<file path="config.mk">
export PLATFORM = sky130hd
export DESIGN_NAME = mandel_view_ctrl_flat
export DESIGN_NICKNAME = d
export VERILOG_FILES = /design/src/rtl/mandel_pkg.sv /design/src/rtl/mandel_view_ctrl_if.sv /design/src/rtl/view_key_tick.sv /design/src/rtl/mandel_view_ctrl.sv /design/src/flat_wrapper.sv
export SDC_FILE = /design/constraint.sdc
export NUM_CORES = 1
export LEC_CHECK = 0
export CAP_MARGIN = 20
export CORE_ASPECT_RATIO = 0.8
export CORE_MARGIN = 5
export CORE_UTILIZATION = 51
export CTS_CLUSTER_SIZE = 12
export DETAILED_ROUTE_END_ITERATION = 8
export HOLD_SLACK_MARGIN = 0.15
export PLACE_DENSITY = 0.7
export SLEW_MARGIN = 5
export SYNTH_ARGS = -nofsm -noshare
export SYNTH_HDL_FRONTEND = slang
export SYNTH_HIERARCHICAL = 1
export SYNTH_SLANG_ARGS = --single-unit
</file>
<file path="constraint.sdc">
create_clock -name clk -period 11.8 [get_ports clk]
set_clock_uncertainty 0.2 [all_clocks]
set_input_delay 3.54 -clock clk [delete_from_list [all_inputs] [get_ports clk]]
set_output_delay 3.54 -clock clk [all_outputs]
set_load 0.01 [all_outputs]
</file>
<file path="src/rtl/mandel_pkg.sv">
// Shared fixed-point types, key indices and saturating arithmetic for the
// Mandelbrot view controller.
package mandel_pkg;

   localparam int FRAC   = 10;
   localparam int INT    = 10;
   localparam int WIDTH  = FRAC + INT;
   localparam int PIX_W  = 10;
   localparam int ZOOM_W = 5;

   typedef logic signed [WIDTH-1:0] fx_t;

   localparam int KEY_RIGHT = 0;
   localparam int KEY_UP    = 1;
   localparam int KEY_DOWN  = 2;
   localparam int KEY_LEFT  = 3;
   localparam int KEY_ZIN   = 4;
   localparam int KEY_ZOUT  = 5;

   localparam fx_t FX_MAX = {1'b0, {(WIDTH-1){1'b1}}};
   localparam fx_t FX_MIN = {1'b1, {(WIDTH-1){1'b0}}};

   // One guard bit detects overflow; clamp to the signed limit instead of wrapping
   function automatic fx_t sat_add(input fx_t a, input fx_t b);
      logic signed [WIDTH:0] sum;
      sum = {a[WIDTH-1], a} + {b[WIDTH-1], b};
      if (sum[WIDTH] != sum[WIDTH-1]) begin
         return sum[WIDTH] ? FX_MIN : FX_MAX;
      end else begin
         return sum[WIDTH-1:0];
      end
   endfunction

endpackage

</file>
<file path="src/rtl/mandel_view_ctrl_if.sv">
// Pixel/key inputs and complex-coordinate outputs of the view controller.
interface mandel_view_ctrl_if;
   import mandel_pkg::*;

   logic              frame_start;
   logic              pix_valid;
   logic [PIX_W-1:0]  x_in;
   logic [PIX_W-1:0]  y_in;
   logic [5:0]        keys;
   fx_t               c_real;
   fx_t               c_imag;
   logic              c_valid;
   logic [PIX_W-1:0]  x_out;
   logic [PIX_W-1:0]  y_out;
   logic [ZOOM_W-1:0] zoom_level;

   modport master (
      output frame_start, pix_valid, x_in, y_in, keys,
      input  c_real, c_imag, c_valid, x_out, y_out, zoom_level
   );

   modport slave (
      input  frame_start, pix_valid, x_in, y_in, keys,
      output c_real, c_imag, c_valid, x_out, y_out, zoom_level
   );

endinterface

</file>
<file path="src/rtl/view_key_tick.sv">
// Auto-repeat tick divider and key sampler: one-cycle pan/zoom strobes per tick,
// with opposing keys cancelling each other.
module view_key_tick
   import mandel_pkg::*;
#(
   parameter int TICK_DIV = 256
) (
   input  logic       clk,
   input  logic       rst,
   input  logic [5:0] i_keys_n,
   output logic       o_right,
   output logic       o_left,
   output logic       o_down,
   output logic       o_up,
   output logic       o_zin,
   output logic       o_zout
);

   localparam int CNT_W = (TICK_DIV > 1) ? $clog2(TICK_DIV) : 1;

   logic [CNT_W-1:0] r_cnt;
   logic [5:0]       r_keys;
   logic             w_tick;

   assign w_tick = (r_cnt == CNT_W'(TICK_DIV - 1));

   // Keys are registered (active-high) before sampling to keep them off async paths
   always_ff @(posedge clk or posedge rst) begin
      if (rst) begin
         r_cnt  <= '0;
         r_keys <= '0;
      end else begin
         r_cnt  <= w_tick ? '0 : r_cnt + CNT_W'(1);
         r_keys <= ~i_keys_n;
      end
   end

   assign o_right = w_tick &  r_keys[KEY_RIGHT] & ~r_keys[KEY_LEFT];
   assign o_left  = w_tick &  r_keys[KEY_LEFT]  & ~r_keys[KEY_RIGHT];
   assign o_down  = w_tick &  r_keys[KEY_DOWN]  & ~r_keys[KEY_UP];
   assign o_up    = w_tick &  r_keys[KEY_UP]    & ~r_keys[KEY_DOWN];
   assign o_zin   = w_tick &  r_keys[KEY_ZIN]   & ~r_keys[KEY_ZOUT];
   assign o_zout  = w_tick &  r_keys[KEY_ZOUT]  & ~r_keys[KEY_ZIN];

endmodule

</file>
<file path="src/rtl/mandel_view_ctrl.sv">
// Pixel-to-complex mapper: key-driven pending view, frame-start commit to the
// active view, and a 2-stage shift-based coordinate pipeline.
module mandel_view_ctrl
   import mandel_pkg::*;
#(
   parameter int H_CENTER   = 320,
   parameter int V_CENTER   = 240,
   parameter int BASE_SHIFT = 8,
   parameter int ZOOM_MAX   = 15,
   parameter int PAN_PIX    = 4,
   parameter int TICK_DIV   = 256,
   parameter int INIT_CX    = -512,
   parameter int INIT_CY    = 0,
   parameter int INIT_ZOOM  = 0
) (
   input logic               clk,
   input logic               rst,
   mandel_view_ctrl_if.slave bus
);

   localparam int  D_W    = PIX_W + 1;
   localparam int  O_W    = D_W + FRAC;
   localparam fx_t PAN_FX = fx_t'(PAN_PIX <<< FRAC);

   logic                  w_right, w_left, w_down, w_up, w_zin, w_zout;
   fx_t                   r_pcx, r_pcy, r_acx, r_acy;
   fx_t                   w_pcx_nx, w_pcy_nx, w_dc;
   logic [ZOOM_W-1:0]     r_pzoom, r_azoom, w_pzoom_nx;
   logic                  r_v1;
   logic [PIX_W-1:0]      r_x1, r_y1;
   logic signed [D_W-1:0] r_dx, r_dy;
   logic signed [O_W-1:0] w_offx, w_offy;
   fx_t                   r_creal, r_cimag;
   logic                  r_cvalid;
   logic [PIX_W-1:0]      r_xout, r_yout;

   view_key_tick #(.TICK_DIV(TICK_DIV)) u_keys (
      .clk      (clk),
      .rst      (rst),
      .i_keys_n (bus.keys),
      .o_right  (w_right),
      .o_left   (w_left),
      .o_down   (w_down),
      .o_up     (w_up),
      .o_zin    (w_zin),
      .o_zout   (w_zout)
   );

   // Pan step is one PAN_PIX screen move at the pending (pre-update) zoom
   assign w_dc = PAN_FX >>> (BASE_SHIFT + int'(r_pzoom));

   always_comb begin
      w_pcx_nx   = r_pcx;
      w_pcy_nx   = r_pcy;
      w_pzoom_nx = r_pzoom;
      if (w_right) begin
         w_pcx_nx = sat_add(r_pcx, w_dc);
      end else if (w_left) begin
         w_pcx_nx = sat_add(r_pcx, -w_dc);
      end else begin
         w_pcx_nx = r_pcx;
      end
      if (w_down) begin
         w_pcy_nx = sat_add(r_pcy, w_dc);
      end else if (w_up) begin
         w_pcy_nx = sat_add(r_pcy, -w_dc);
      end else begin
         w_pcy_nx = r_pcy;
      end
      if (w_zin && (r_pzoom != ZOOM_W'(ZOOM_MAX))) begin
         w_pzoom_nx = r_pzoom + ZOOM_W'(1);
      end else if (w_zout && (r_pzoom != '0)) begin
         w_pzoom_nx = r_pzoom - ZOOM_W'(1);
      end else begin
         w_pzoom_nx = r_pzoom;
      end
   end

   // Commit copies the pre-tick pending view, so a same-cycle tick lands next frame
   always_ff @(posedge clk or posedge rst) begin
      if (rst) begin
         r_pcx   <= fx_t'(INIT_CX);
         r_pcy   <= fx_t'(INIT_CY);
         r_pzoom <= ZOOM_W'(INIT_ZOOM);
         r_acx   <= fx_t'(INIT_CX);
         r_acy   <= fx_t'(INIT_CY);
         r_azoom <= ZOOM_W'(INIT_ZOOM);
      end else begin
         r_pcx   <= w_pcx_nx;
         r_pcy   <= w_pcy_nx;
         r_pzoom <= w_pzoom_nx;
         if (bus.frame_start) begin
            r_acx   <= r_pcx;
            r_acy   <= r_pcy;
            r_azoom <= r_pzoom;
         end
      end
   end

   always_ff @(posedge clk or posedge rst) begin
      if (rst) begin
         r_v1 <= 1'b0;
         r_x1 <= '0;
         r_y1 <= '0;
         r_dx <= '0;
         r_dy <= '0;
      end else begin
         r_v1 <= bus.pix_valid;
         r_x1 <= bus.x_in;
         r_y1 <= bus.y_in;
         r_dx <= $signed({1'b0, bus.x_in}) - D_W'(H_CENTER);
         r_dy <= $signed({1'b0, bus.y_in}) - D_W'(V_CENTER);
      end
   end

   assign w_offx = ($signed(O_W'(r_dx)) <<< FRAC) >>> (BASE_SHIFT + int'(r_azoom));
   assign w_offy = ($signed(O_W'(r_dy)) <<< FRAC) >>> (BASE_SHIFT + int'(r_azoom));

   // Outputs hold their last valid pixel while the pipeline carries bubbles
   always_ff @(posedge clk or posedge rst) begin
      if (rst) begin
         r_cvalid <= 1'b0;
         r_creal  <= '0;
         r_cimag  <= '0;
         r_xout   <= '0;
         r_yout   <= '0;
      end else begin
         r_cvalid <= r_v1;
         if (r_v1) begin
            r_creal <= sat_add(r_acx, fx_t'(w_offx));
            r_cimag <= sat_add(r_acy, fx_t'(w_offy));
            r_xout  <= r_x1;
            r_yout  <= r_y1;
         end
      end
   end

   assign bus.c_real     = r_creal;
   assign bus.c_imag     = r_cimag;
   assign bus.c_valid    = r_cvalid;
   assign bus.x_out      = r_xout;
   assign bus.y_out      = r_yout;
   assign bus.zoom_level = r_azoom;

endmodule

</file>
<file path="src/flat_wrapper.sv">
// flat-port wrapper written by rule: the top's interface ports become plain ports
module mandel_view_ctrl_flat import mandel_pkg::*;
#(
   parameter int H_CENTER   = 320,
   parameter int V_CENTER   = 240,
   parameter int BASE_SHIFT = 8,
   parameter int ZOOM_MAX   = 15,
   parameter int PAN_PIX    = 4,
   parameter int TICK_DIV   = 256,
   parameter int INIT_CX    = -512,
   parameter int INIT_CY    = 0,
   parameter int INIT_ZOOM  = 0
)
  (clk, rst, bus_frame_start, bus_pix_valid, bus_x_in, bus_y_in, bus_keys, bus_c_real, bus_c_imag, bus_c_valid, bus_x_out, bus_y_out, bus_zoom_level);
  mandel_view_ctrl_if bus_i ();
  input logic clk;
  input logic rst;
  input wire logic [$bits(bus_i.frame_start)-1:0] bus_frame_start;
  input wire logic [$bits(bus_i.pix_valid)-1:0] bus_pix_valid;
  input wire logic [$bits(bus_i.x_in)-1:0] bus_x_in;
  input wire logic [$bits(bus_i.y_in)-1:0] bus_y_in;
  input wire logic [$bits(bus_i.keys)-1:0] bus_keys;
  output wire logic [$bits(bus_i.c_real)-1:0] bus_c_real;
  output wire logic [$bits(bus_i.c_imag)-1:0] bus_c_imag;
  output wire logic [$bits(bus_i.c_valid)-1:0] bus_c_valid;
  output wire logic [$bits(bus_i.x_out)-1:0] bus_x_out;
  output wire logic [$bits(bus_i.y_out)-1:0] bus_y_out;
  output wire logic [$bits(bus_i.zoom_level)-1:0] bus_zoom_level;
  assign bus_i.frame_start = bus_frame_start;
  assign bus_i.pix_valid = bus_pix_valid;
  assign bus_i.x_in = bus_x_in;
  assign bus_i.y_in = bus_y_in;
  assign bus_i.keys = bus_keys;
  assign bus_c_real = bus_i.c_real;
  assign bus_c_imag = bus_i.c_imag;
  assign bus_c_valid = bus_i.c_valid;
  assign bus_x_out = bus_i.x_out;
  assign bus_y_out = bus_i.y_out;
  assign bus_zoom_level = bus_i.zoom_level;
  mandel_view_ctrl #(.H_CENTER(H_CENTER), .V_CENTER(V_CENTER), .BASE_SHIFT(BASE_SHIFT), .ZOOM_MAX(ZOOM_MAX), .PAN_PIX(PAN_PIX), .TICK_DIV(TICK_DIV), .INIT_CX(INIT_CX), .INIT_CY(INIT_CY), .INIT_ZOOM(INIT_ZOOM)) u_core (.clk(clk), .rst(rst), .bus(bus_i));
endmodule
</file>
==> results of run 1 <==
[cells in the final DEF, fill, tap and decap left out, types with 16 or more instances in the layout]
cell / n
ha_1: 114
o21bai_1: 22
xor2_1: 39
o21a_1: 16
clkbuf_16: 17
clkdlybuf4s50_1: 94
nor2_1: 178
a221o_1: 20
nand2b_1: 16
mux2i_1: 40
o2bb2ai_1: 22
a21oi_1: 159
a31oi_1: 17
inv_1: 48
nand3_1: 26
nor3_1: 24
mux2_2: 83
dfrtp_1: 176
o21ai_0: 112
a21o_1: 53
a211oi_1: 18
nand2_1: 83
xnor2_1: 64
dfstp_2: 22
[registers in the layout, summed over array words and instances, names as in the netlist, 6 cells and up]
signal                cells
u_core/bus.c_imag        20
u_core/bus.c_real        20
u_core/r_acx             20
u_core/r_acy             20
u_core/r_pcx             20
u_core/r_pcy             20
u_core/r_dx              11
u_core/r_dy              11
u_core/bus.x_out         10
u_core/bus.y_out         10
u_core/u_keys/r_cnt       8
u_core/r_y1               6
u_core/u_keys/r_keys      6
[kinds of logic (layout without fill, tap and decap cells)]
| family | Yosys count | in the layout |
|---|---|---|
| compound gates | 544 | 544 |
| simple gates | 424 | 424 |
| flops | 198 | 198 |
| mux | 123 | 123 |
| fa+ha+maj | 121 | 121 |
| buf+inv | 116 | 192 |
| xor+xnor | 103 | 103 |
[metal layers]
layer  track usage  up-vias  share of wire
li1              -     6162              -
met1         0.369     6071           0.50
met2         0.354      389           0.43
met3        0.0408       42          0.059
met4        0.0507        0          0.015
met5             0        -              0
[layout make-up]
type	count	area, um2
sequential	198	4980
multi-input combinational	1315	9430
inverter	50	195
fill	2527	12400
clock inverter	15	144
timing repair buffer	110	1060
tap	377	472
clock buffer	17	425
[power groups by stage]
| stage | clock network, W | logic [W] | registers (W) |
|---|---|---|---|
| 4_1_cts | 0.000597 | 0.000182 | 0.000728 |
| 3_5_place_dp | 0 | 0.000181 | 0.000741 |
| 6_report | 0.000579 | 0.000180 | 0.000728 |
| 5_1_grt | 0.000620 | 0.000197 | 0.000732 |
| 3_3_place_gp | 0 | 0.000178 | 0.000741 |
| 2_1_floorplan | 0 | 0.0000908 | 0.000746 |
[per-stage QoR]
| stage | instances | setup WS [ns] | utilization | cell area [um2] |
|---|---|---|---|---|
| after detailed placement | 2048 | 5.94 | 0.555 | 16100 |
| final | 2082 | 5.74 | 0.575 | 16700 |
| after CTS | 2080 | 5.82 | 0.574 | 16700 |
| after global placement | 2048 | 6.00 | 0.555 | 16100 |
| after global routing | 2082 | 5.42 | 0.575 | 16700 |
| after floorplan | 1629 | 3.10 | - | 14900 |
[worst max-delay path by stage]
| stage | start | endpoint |
|---|---|---|
| 3_5_place_dp | u_core/r_pzoom[3]$_DFFE_PP0P_ | u_core/r_pcx[17]$_DFFE_PP1P_ |
| 4_1_cts | u_core/bus.zoom_level[2]$_DFFE_PP0P_ | bus_zoom_level[2] |
| 2_1_floorplan | rst | u_core/bus.c_imag[0]$_DFFE_PP0P_ |
| 3_3_place_gp | rst | u_core/bus.y_out[7]$_DFFE_PP0P_ |
| 5_1_grt | u_core/r_pzoom[3]$_DFFE_PP0P_ | u_core/r_pcx[17]$_DFFE_PP1P_ |
| 6_report | u_core/r_pzoom[3]$_DFFE_PP0P_ | u_core/r_pcx[17]$_DFFE_PP1P_ |
==> results.toml, run 1 <==
[run_status]
status = "completed"

[final_layout]
diodes = 0
drive_gt1_frac = 0.118
layout.nets = 1841
syn2layout_area_growth_pct = 12.3

[logic_synthesis]
synth_commonest_cells = "nor2_1, dfrtp_1, a21oi_1"
syn_inst = 1629
synth_fa_ha_area_frac = 0.104
syn_avg_cell_area_um2 = 9.13
synth_top_area_frac = 0.296
synth_edf_count = 0
mappedNetlistArea_mm2 = 0.0149
yosys_warnings = 6
syn-num-nets = 1778
synthDistinctLibCells = 89
postSynth.asyncResetShare = 1.00
synthSimpleGateAreaFrac = 0.137
ys.flop_type = "dfrtp_1"
muxShareOfSynthArea = 0.0897
synth-xor-area-share = 0.0606
synth.most_common_cell = "nor2_1"
synth-seq-cells = 198
synth_top_family_by_area = "compound AO/OA/AOI/OAI gates"
seq_area_frac_synth = 0.335
synth_compound_area_frac = 0.243
synthTopCellsByArea = "dfrtp_1, ha_1, mux2_2"
synth_top_cell_by_area = "dfrtp_1"

[setup_path]
worstPathArrival_ns = 6.22
reg2reg_setup_slack_ns = 5.74
worst_r2r_path_depth = 17
crit-reg2reg-launch = "u_core/r_pzoom[3]$_DFFE_PP0P_"
critPathRequiredTime_ns = 11.96
worstPathMaxFanout = 18
worstSetupEndpointType = "flip-flop"
max_stage_delay_ns = 0.87
cp_cell_sequence = "ha_1 > nand4bb_1 > nor2_1 > or2_2 > nor2_1 > o21ai_0 > or2_2 > ha_1 > nand3_1 > o22ai_1 > o21ai_0 > a2111oi_1 > o31ai_1 > a41oi_2 > a21o_1 > nor4_1 > nor3_1"
critPathLaunchType = "flip-flop"
crit_cells = 17
crit_type = "reg -> reg"
slowest_stage = "a2111oi_1"
r2r-end = "u_core/r_pcx[17]$_DFFE_PP1P_"
cp_top_family = "compound AO/OA/AOI/OAI gates"
path_buf_inv = 0

[hold_path]
min-delay-start = "u_core/r_y1[6]$_DFF_PP0_"
hold_depth = 1
hold_end = "u_core/bus.y_out[6]$_DFFE_PP0P_"
hold_path.class = "reg -> reg"

[detailed_routing]
drt-pass1-iter-count = 5
antenna_left = 0
drc_errors = 0
drt_wl_total_um = 40100
vias = 12664
wire_per_inst_um = 19.3
drt_iter0_drc = 954
vias_per_cell = 6.08

[sta]
period_share = 0.513
hold_viol = 0
setup_violations = 0
max_freq_mhz = 165
rsz0062_at_grt = "false"
drv_slew = 0
timing.hold.ws_ns = 0.277
tightest_slew_ns = 1.10
fin_tns_setup_ns = 0
min_period_ns = 6.06
maxSlewHeadroom = 0.268

[floorplan]
fp-row-count = 56
die_y_um = 163
die-area_mm2 = 0.0327
die_w_um = 201
start_util = 0.512
core-area_mm2 = 0.0291
pin_count = 96

[cts]
cts-root-buf = "clkbuf_16"
h-tree-depth = 4
cts_inserted_buffers = 17
hold_buffers = 0
cts_tree = "done"
cts.reportedPaths.clkPinSlew_ns = 0.07
cts_setup_buffers = 0
clock_latency_ns = 0.45
cts_resized = 0
clockBufferDepth = 2
cts_sinks = 198

[pwr]
p_leak_nw = 7.65
total_power_w = 0.00149
p_seq_frac = 0.489
vdd_drop_max_mv = 0.107
power.density_mw_per_mm2 = 89.0
swShare = 0.264
p_clk_frac = 0.389
combPwrFrac = 0.121
power_switching_w = 0.000393
p_int_w = 0.00109

[placed_design]
port_buffers = 95
dpl.hpwl_um = 30700
gp_congestion = 0.960

[global_route]
grtUsageTotal = 0.240
grt_pass1_wl_um = 63900
grt_max_degree = 123
overflow = 0
grt_antenna_before_repair = 0
grt_pass1_vias = 11759

[flow_run]
max_cap_viol_count = 0
(Power assumes the default switching activity.)
==> inputs of run 2 (changes only) <==
==> constraint.sdc (replaced) <==
create_clock -name clk -period 6.2 [get_ports clk]
set_clock_uncertainty 0.2 [all_clocks]
set_input_delay 1.86 -clock clk [delete_from_list [all_inputs] [get_ports clk]]
set_output_delay 1.86 -clock clk [all_outputs]
set_load 0.01 [all_outputs]
==> run 2 against run 1 <==
Net effect:
- total power grew 94%
- design area increased by 0.54%
- hold slack barely moved
- combinational power rose by 93%
- via count grew 0.52%
- die area stayed put
- clock power grew 99%
- utilization grew 0.31 points
- clock-buffer cell count grew 2
==> results.toml, run 2 (synthesis gave the netlist of run 1 again) <==
[pwr]
power_switching_w = 0.000740
vdd_drop_max_mv = 0.197
p_clk_frac = 0.399
swShare = 0.257
p_leak_nw = 7.70
p_int_w = 0.00214
combPwrFrac = 0.120
power.density_mw_per_mm2 = 172
p_seq_frac = 0.481

[setup_path]
crit_type = "reg -> reg"
crit-reg2reg-launch = "u_core/r_pzoom[4]$_DFFE_PP0P_"
max_stage_delay_ns = 0.78
path_buf_inv = 0
critPathRequiredTime_ns = 6.36
worstPathMaxFanout = 16
cp_cell_sequence = "ha_1 > nand4bb_1 > nor2_1 > or2_2 > nor2_1 > o21ai_0 > or2_2 > ha_1 > nand3_1 > o22ai_1 > o21ai_0 > a2111oi_1 > o31ai_1 > a31oi_4 > a21o_1 > nor4_1 > nor3_1"
critPathLaunchType = "flip-flop"
reg2reg_setup_slack_ns = 0.82
slowest_stage = "a2111oi_1"
worst_r2r_path_depth = 17
cp_top_family = "compound AO/OA/AOI/OAI gates"
worstPathArrival_ns = 5.53
r2r-end = "u_core/r_pcx[17]$_DFFE_PP1P_"
worstSetupEndpointType = "flip-flop"

[cts]
hold_buffers = 0
cts_tree = "done"
cts_inserted_buffers = 17
h-tree-depth = 4
clock_latency_ns = 0.44
cts_sinks = 198
cts-root-buf = "clkbuf_16"
cts_resized = 0
cts.reportedPaths.clkPinSlew_ns = 0.08
cts_setup_buffers = 0
clockBufferDepth = 2

[placed_design]
gp_congestion = 0.927
port_buffers = 95
post-place-ws_ns = 0.887
dpl.hpwl_um = 30800

[floorplan]
fp-row-count = 56
core-area_mm2 = 0.0291
die_y_um = 163
die_w_um = 201
die-area_mm2 = 0.0327
pin_count = 96
start_util = 0.512

[sta]
tightest_slew_ns = 1.02
drv_slew = 0
min_period_ns = 5.38
max_freq_mhz = 186
period_share = 0.867
rsz0062_at_grt = "false"
maxSlewHeadroom = 0.319
worst_slack_ns = 0.823
setup_violations = 0
fin_tns_setup_ns = 0
hold_viol = 0

[final_layout]
drive_gt1_frac = 0.121
diodes = 0
post-route-util = 0.578
layout.nets = 1848
syn2layout_area_growth_pct = 12.9
final_cell_mix = "nor2_1, dfrtp_1, a21oi_1"
seq_area_mm2 = 0.00498
fillCellCount = 2526
layout_commonest_cell = "nor2_1"
multi_input_area_mm2 = 0.00943

[global_route]
grt_pass1_vias = 11822
grtUsageTotal = 0.240
grt_antenna_before_repair = 0
grt_max_degree = 125
grt_pass1_wl_um = 64000
overflow = 0

[hold_path]
hold_path.class = "reg -> reg"
hold_depth = 1
min-delay-start = "u_core/r_y1[6]$_DFF_PP0_"
hold_end = "u_core/bus.y_out[6]$_DFFE_PP0P_"

[detailed_routing]
drt_wl_total_um = 40000
vias_per_cell = 6.09
drt-pass1-iter-count = 5
drt_iter0_drc = 1014
antenna_left = 0
wire_per_inst_um = 19.1
vias = 12730
drc_errors = 0

[run_status]
status = "completed"

[flow_run]
max_cap_viol_count = 0
run 2: changes by cell type in the layout (fill, tap and decap cells not counted):
cell	change
inv_8	-3
buf_12	+1
clkinv_4	-2
buf_4	+7
bufinv_16	+1
clkbuf_8	+2
clkinv_1	+1
clkinv_2	-1
clkbuf_2	-1
inv_6	+2
run 2: power groups by stage:
stage | registers (W) | clock network [W] | logic (W)
3_3_place_gp | 0.00141 | 0 | 0.000341
6_report | 0.00139 | 0.00115 | 0.000347
2_1_floorplan | 0.00142 | 0 | 0.000173
4_1_cts | 0.00139 | 0.00118 | 0.000349
3_5_place_dp | 0.00141 | 0 | 0.000347
5_1_grt | 0.00139 | 0.00123 | 0.000378
run 2: metal layers:
layer  share of wire  GRT usage  vias to the layer above
met3           0.061     0.0414                       42
met1            0.49      0.371                     6131
met5               0          0                        -
met2            0.43      0.352                      391
li1                -          -                     6166
met4           0.015     0.0525                        0
run 2: how the worst max path moves through the flow:
stage | start | end | cells past startpoint
floorplan | u_core/bus.zoom_level[1]$_DFFE_PP0P_ | u_core/bus.c_real[9]$_DFFE_PP0P_ | 19
global placement | u_core/r_pzoom[4]$_DFFE_PP0P_ | u_core/r_pcx[17]$_DFFE_PP1P_ | 17
detailed placement | u_core/r_pzoom[4]$_DFFE_PP0P_ | u_core/r_pcx[17]$_DFFE_PP1P_ | 17
CTS | u_core/r_pzoom[4]$_DFFE_PP0P_ | u_core/r_pcx[17]$_DFFE_PP1P_ | 17
global route | u_core/r_pzoom[4]$_DFFE_PP0P_ | u_core/r_pcx[17]$_DFFE_PP1P_ | 17
finish | u_core/r_pzoom[4]$_DFFE_PP0P_ | u_core/r_pcx[17]$_DFFE_PP1P_ | 17
run 2: layout make-up:
type                       count  share of cell area
multi-input combinational   1315               0.562
tap                          377              0.0281
timing repair buffer         117              0.0669
sequential                   198               0.297
clock buffer                  19              0.0270
clock inverter                13             0.00849
inverter                      50              0.0114
run 2: per-stage QoR:
step	total power (W)	cells	hold WS, ns	area, um2
CTS	0.00291	2089	0.278	16800
floorplan	0.00159	1629	0.166	14900
finish	0.00288	2089	0.278	16800
detailed placement	0.00176	2057	0.262	16200
global placement	0.00175	2057	0.259	16200
global route	0.00300	2089	0.301	16800
==> inputs of run 3 (changes only) <==
--- a/config.mk
+++ b/config.mk
@@ -6,13 +6,13 @@
 export NUM_CORES = 1
 export LEC_CHECK = 0
 export CAP_MARGIN = 20
-export CORE_ASPECT_RATIO = 0.8
 export CORE_MARGIN = 5
 export CORE_UTILIZATION = 51
 export CTS_CLUSTER_SIZE = 12
 export DETAILED_ROUTE_END_ITERATION = 8
 export HOLD_SLACK_MARGIN = 0.15
-export PLACE_DENSITY = 0.7
+export PLACE_DENSITY = 0.73
+export SKIP_LAST_GASP = 1
 export SLEW_MARGIN = 5
 export SYNTH_ARGS = -nofsm -noshare
 export SYNTH_HDL_FRONTEND = slang
==> constraint.sdc (replaced) <==
create_clock -name clk -period 4.4 [get_ports clk]
set_clock_uncertainty 0.2 [all_clocks]
set_input_delay 1.32 -clock clk [delete_from_list [all_inputs] [get_ports clk]]
set_output_delay 1.32 -clock clk [all_outputs]
set_load 0.01 [all_outputs]
==> run 3 against run 2 <==
Net effect:
- global-route usage increased by 0.61 points
- first-iteration DRC count up 24%
- register-to-register slack got worse by 0.89 ns
- non-clock buffer count is 137 higher
- via count increased by 4.8%
- routed wire length rose by 6.1%
- total power up 44%
- the flow now finishes with violations (setup timing)
- highest routed layer unchanged
- largest power group unchanged
- sequential power grew 40%
==> results.toml, run 3 (synthesis gave the netlist of run 1 again) <==
[detailed_routing]
wl_met2_um = 19900
antenna_left = 0
wl_met1_um = 19100
drt_iter0_drc = 1257
dr_wl_met3_um = 2330
vias = 13346
drc_errors = 0
drt-pass1-iter-count = 6
vias_per_cell = 5.97
routed.top_layer = "met4"
wire_per_inst_um = 19.0
drt_wl_total_um = 42400

[hold_path]
hold_path.class = "reg -> reg"

[cts]
cts.reportedPaths.clkPinSlew_ns = 0.08
cts-root-buf = "clkbuf_16"
clock_latency_ns = 0.45
cts_inserted_buffers = 17
h-tree-depth = 4
cts_tree = "done"
cts_sinks = 198
clockBufferDepth = 2

[setup_path]
r2r-end = "u_core/bus.c_real[17]$_DFFE_PP0P_"
endpoint = "u_core/bus.c_real[17]$_DFFE_PP0P_"
worstPathArrival_ns = 4.60
crit_type = "reg -> reg"
worstSetupEndpointType = "flip-flop"
worst_r2r_path_depth = 16
critPathLaunchType = "flip-flop"
worstPathMaxFanout = 19
reg2reg_setup_slack_ns = -0.07
crit-reg2reg-launch = "u_core/bus.zoom_level[1]$_DFFE_PP0P_"
critPathRequiredTime_ns = 4.53
setup.worst_path.start = "u_core/bus.zoom_level[1]$_DFFE_PP0P_"

[sta]
drv_slew = 0
min_period_ns = 4.47
setup_violations = 19
tightest_slew_ns = 0.663
rsz0062_at_grt = "true"
worst_slack_ns = -0.0691
max_freq_mhz = 224
fin_tns_setup_ns = -0.690
hold_viol = 0
period_share = 1.02
maxSlewHeadroom = 0.558

[placed_design]
place_area_mm2 = 0.0172
gp_congestion = 0.958
post-place-ws_ns = -0.244
port_buffers = 95
dpl.hpwl_um = 31900

[floorplan]
die_w_um = 181
fp-row-count = 62
start_util = 0.517
pin_count = 96
die-area_mm2 = 0.0327
die_y_um = 181
core-area_mm2 = 0.0288

[pwr]
power.density_mw_per_mm2 = 223
p_leak_nw = 8.52
vdd_drop_max_mv = 0.177

[final_layout]
diodes = 0
drive_gt1_frac = 0.232
syn2layout_area_growth_pct = 24.9
final_cell_mix = "dfrtp_1, nor2_1, a21oi_1"
seq_area_mm2 = 0.00498
layout_commonest_cell = "dfrtp_1"
multi_input_area_mm2 = 0.0100
fillCellCount = 2277
layout.nets = 1987
design_area_mm2 = 0.0186
post-route-util = 0.646

[global_route]
grt_antenna_before_repair = 0
overflow = 0
grt_pass1_wl_um = 66600
grt_max_degree = 80
grtUsageTotal = 0.246
grt_pass1_vias = 12835

[run_status]
violations = "setup timing"
status = "complete, but fails checks"

[flow_run]
max_cap_viol_count = 0
## run 3: cell count changes in the layout (fill, tap and decap cells not counted), sizes merged
| cell | before | now |
|---|---|---|
| buf | 23 | 159 |
| clkinvlp | 2 | 1 |
| inv | 54 | 58 |
| bufinv | 2 | 0 |
| a31oi | 19 | 21 |
## run 3: power breakdown
group | total [W] | internal [W] | switching, W
registers | 0.00195 | 0.00190 | 0.0000511
logic | 0.000537 | 0.000271 | 0.000265
clock network | 0.00166 | 0.000817 | 0.000842
## run 3: how the worst min path moves through the flow
stage | from | endpoint | slack (ns) | cells past startpoint
after floorplan | u_core/r_v1$_DFF_PP0_ | u_core/bus.c_valid$_DFF_PP0_ | 0.17 | 0
after global placement | u_core/r_x1[8]$_DFF_PP0_ | u_core/bus.x_out[8]$_DFFE_PP0P_ | 0.26 | 1
after detailed placement | u_core/r_x1[6]$_DFF_PP0_ | u_core/bus.x_out[6]$_DFFE_PP0P_ | 0.26 | 1
after CTS | u_core/r_x1[6]$_DFF_PP0_ | u_core/bus.x_out[6]$_DFFE_PP0P_ | 0.28 | 1
after global routing | u_core/r_x1[9]$_DFF_PP0_ | u_core/bus.x_out[9]$_DFFE_PP0P_ | 0.30 | 1
final | u_core/r_x1[6]$_DFF_PP0_ | u_core/bus.x_out[6]$_DFFE_PP0P_ | 0.28 | 1
## run 3: area by class of cell
class | instances | area share
Multi-Input combinational cell | 1317 | 0.538
Sequential cell | 198 | 0.268
Timing Repair Buffer | 254 | 0.123
Tap cell | 384 | 0.0259
Clock buffer | 18 | 0.0242
Inverter | 50 | 0.0103
Clock inverter | 14 | 0.00970
## run 3: stage by stage
stage	power (W)	cells	hold slack, ns
4_1_cts	0.00417	2216	0.277
3_3_place_gp	0.00249	2180	0.257
5_1_grt	0.00431	2235	0.302
2_1_floorplan	0.00225	1629	0.166
6_report	0.00415	2235	0.277
3_5_place_dp	0.00250	2180	0.263
## run 3: what timing repair did
item	CTS	global route
pin swaps	9	52
endpoints found under the setup margin	61	78
gates resized for setup	13	108
gates cloned	1	4
setup buffers	3	17
hold buffers	0	0
## run 3: worst max-delay path: stages (launching register included)
cell	delay, ns
dfrtp_2	0.48
clkbuf_16	0.19
mux2i_1	0.25
mux2i_1	0.13
mux2_2	0.31
a221oi_2	0.30
o21ai_1	0.12
ha_1	0.33
o21ai_0	0.14
o21ai_1	0.22
a31oi_2	0.16
o21ai_2	0.22
a21oi_2	0.11
o31ai_4	0.29
mux2_4	0.33
and3_4	0.25
a221o_1	0.30
## run 3: per-layer routing
metal | vias to the layer above | GRT usage
met5 | - | 0
met4 | 0 | 0.0744
met3 | 70 | 0.0362
met2 | 415 | 0.404
met1 | 6415 | 0.339
li1 | 6446 | -
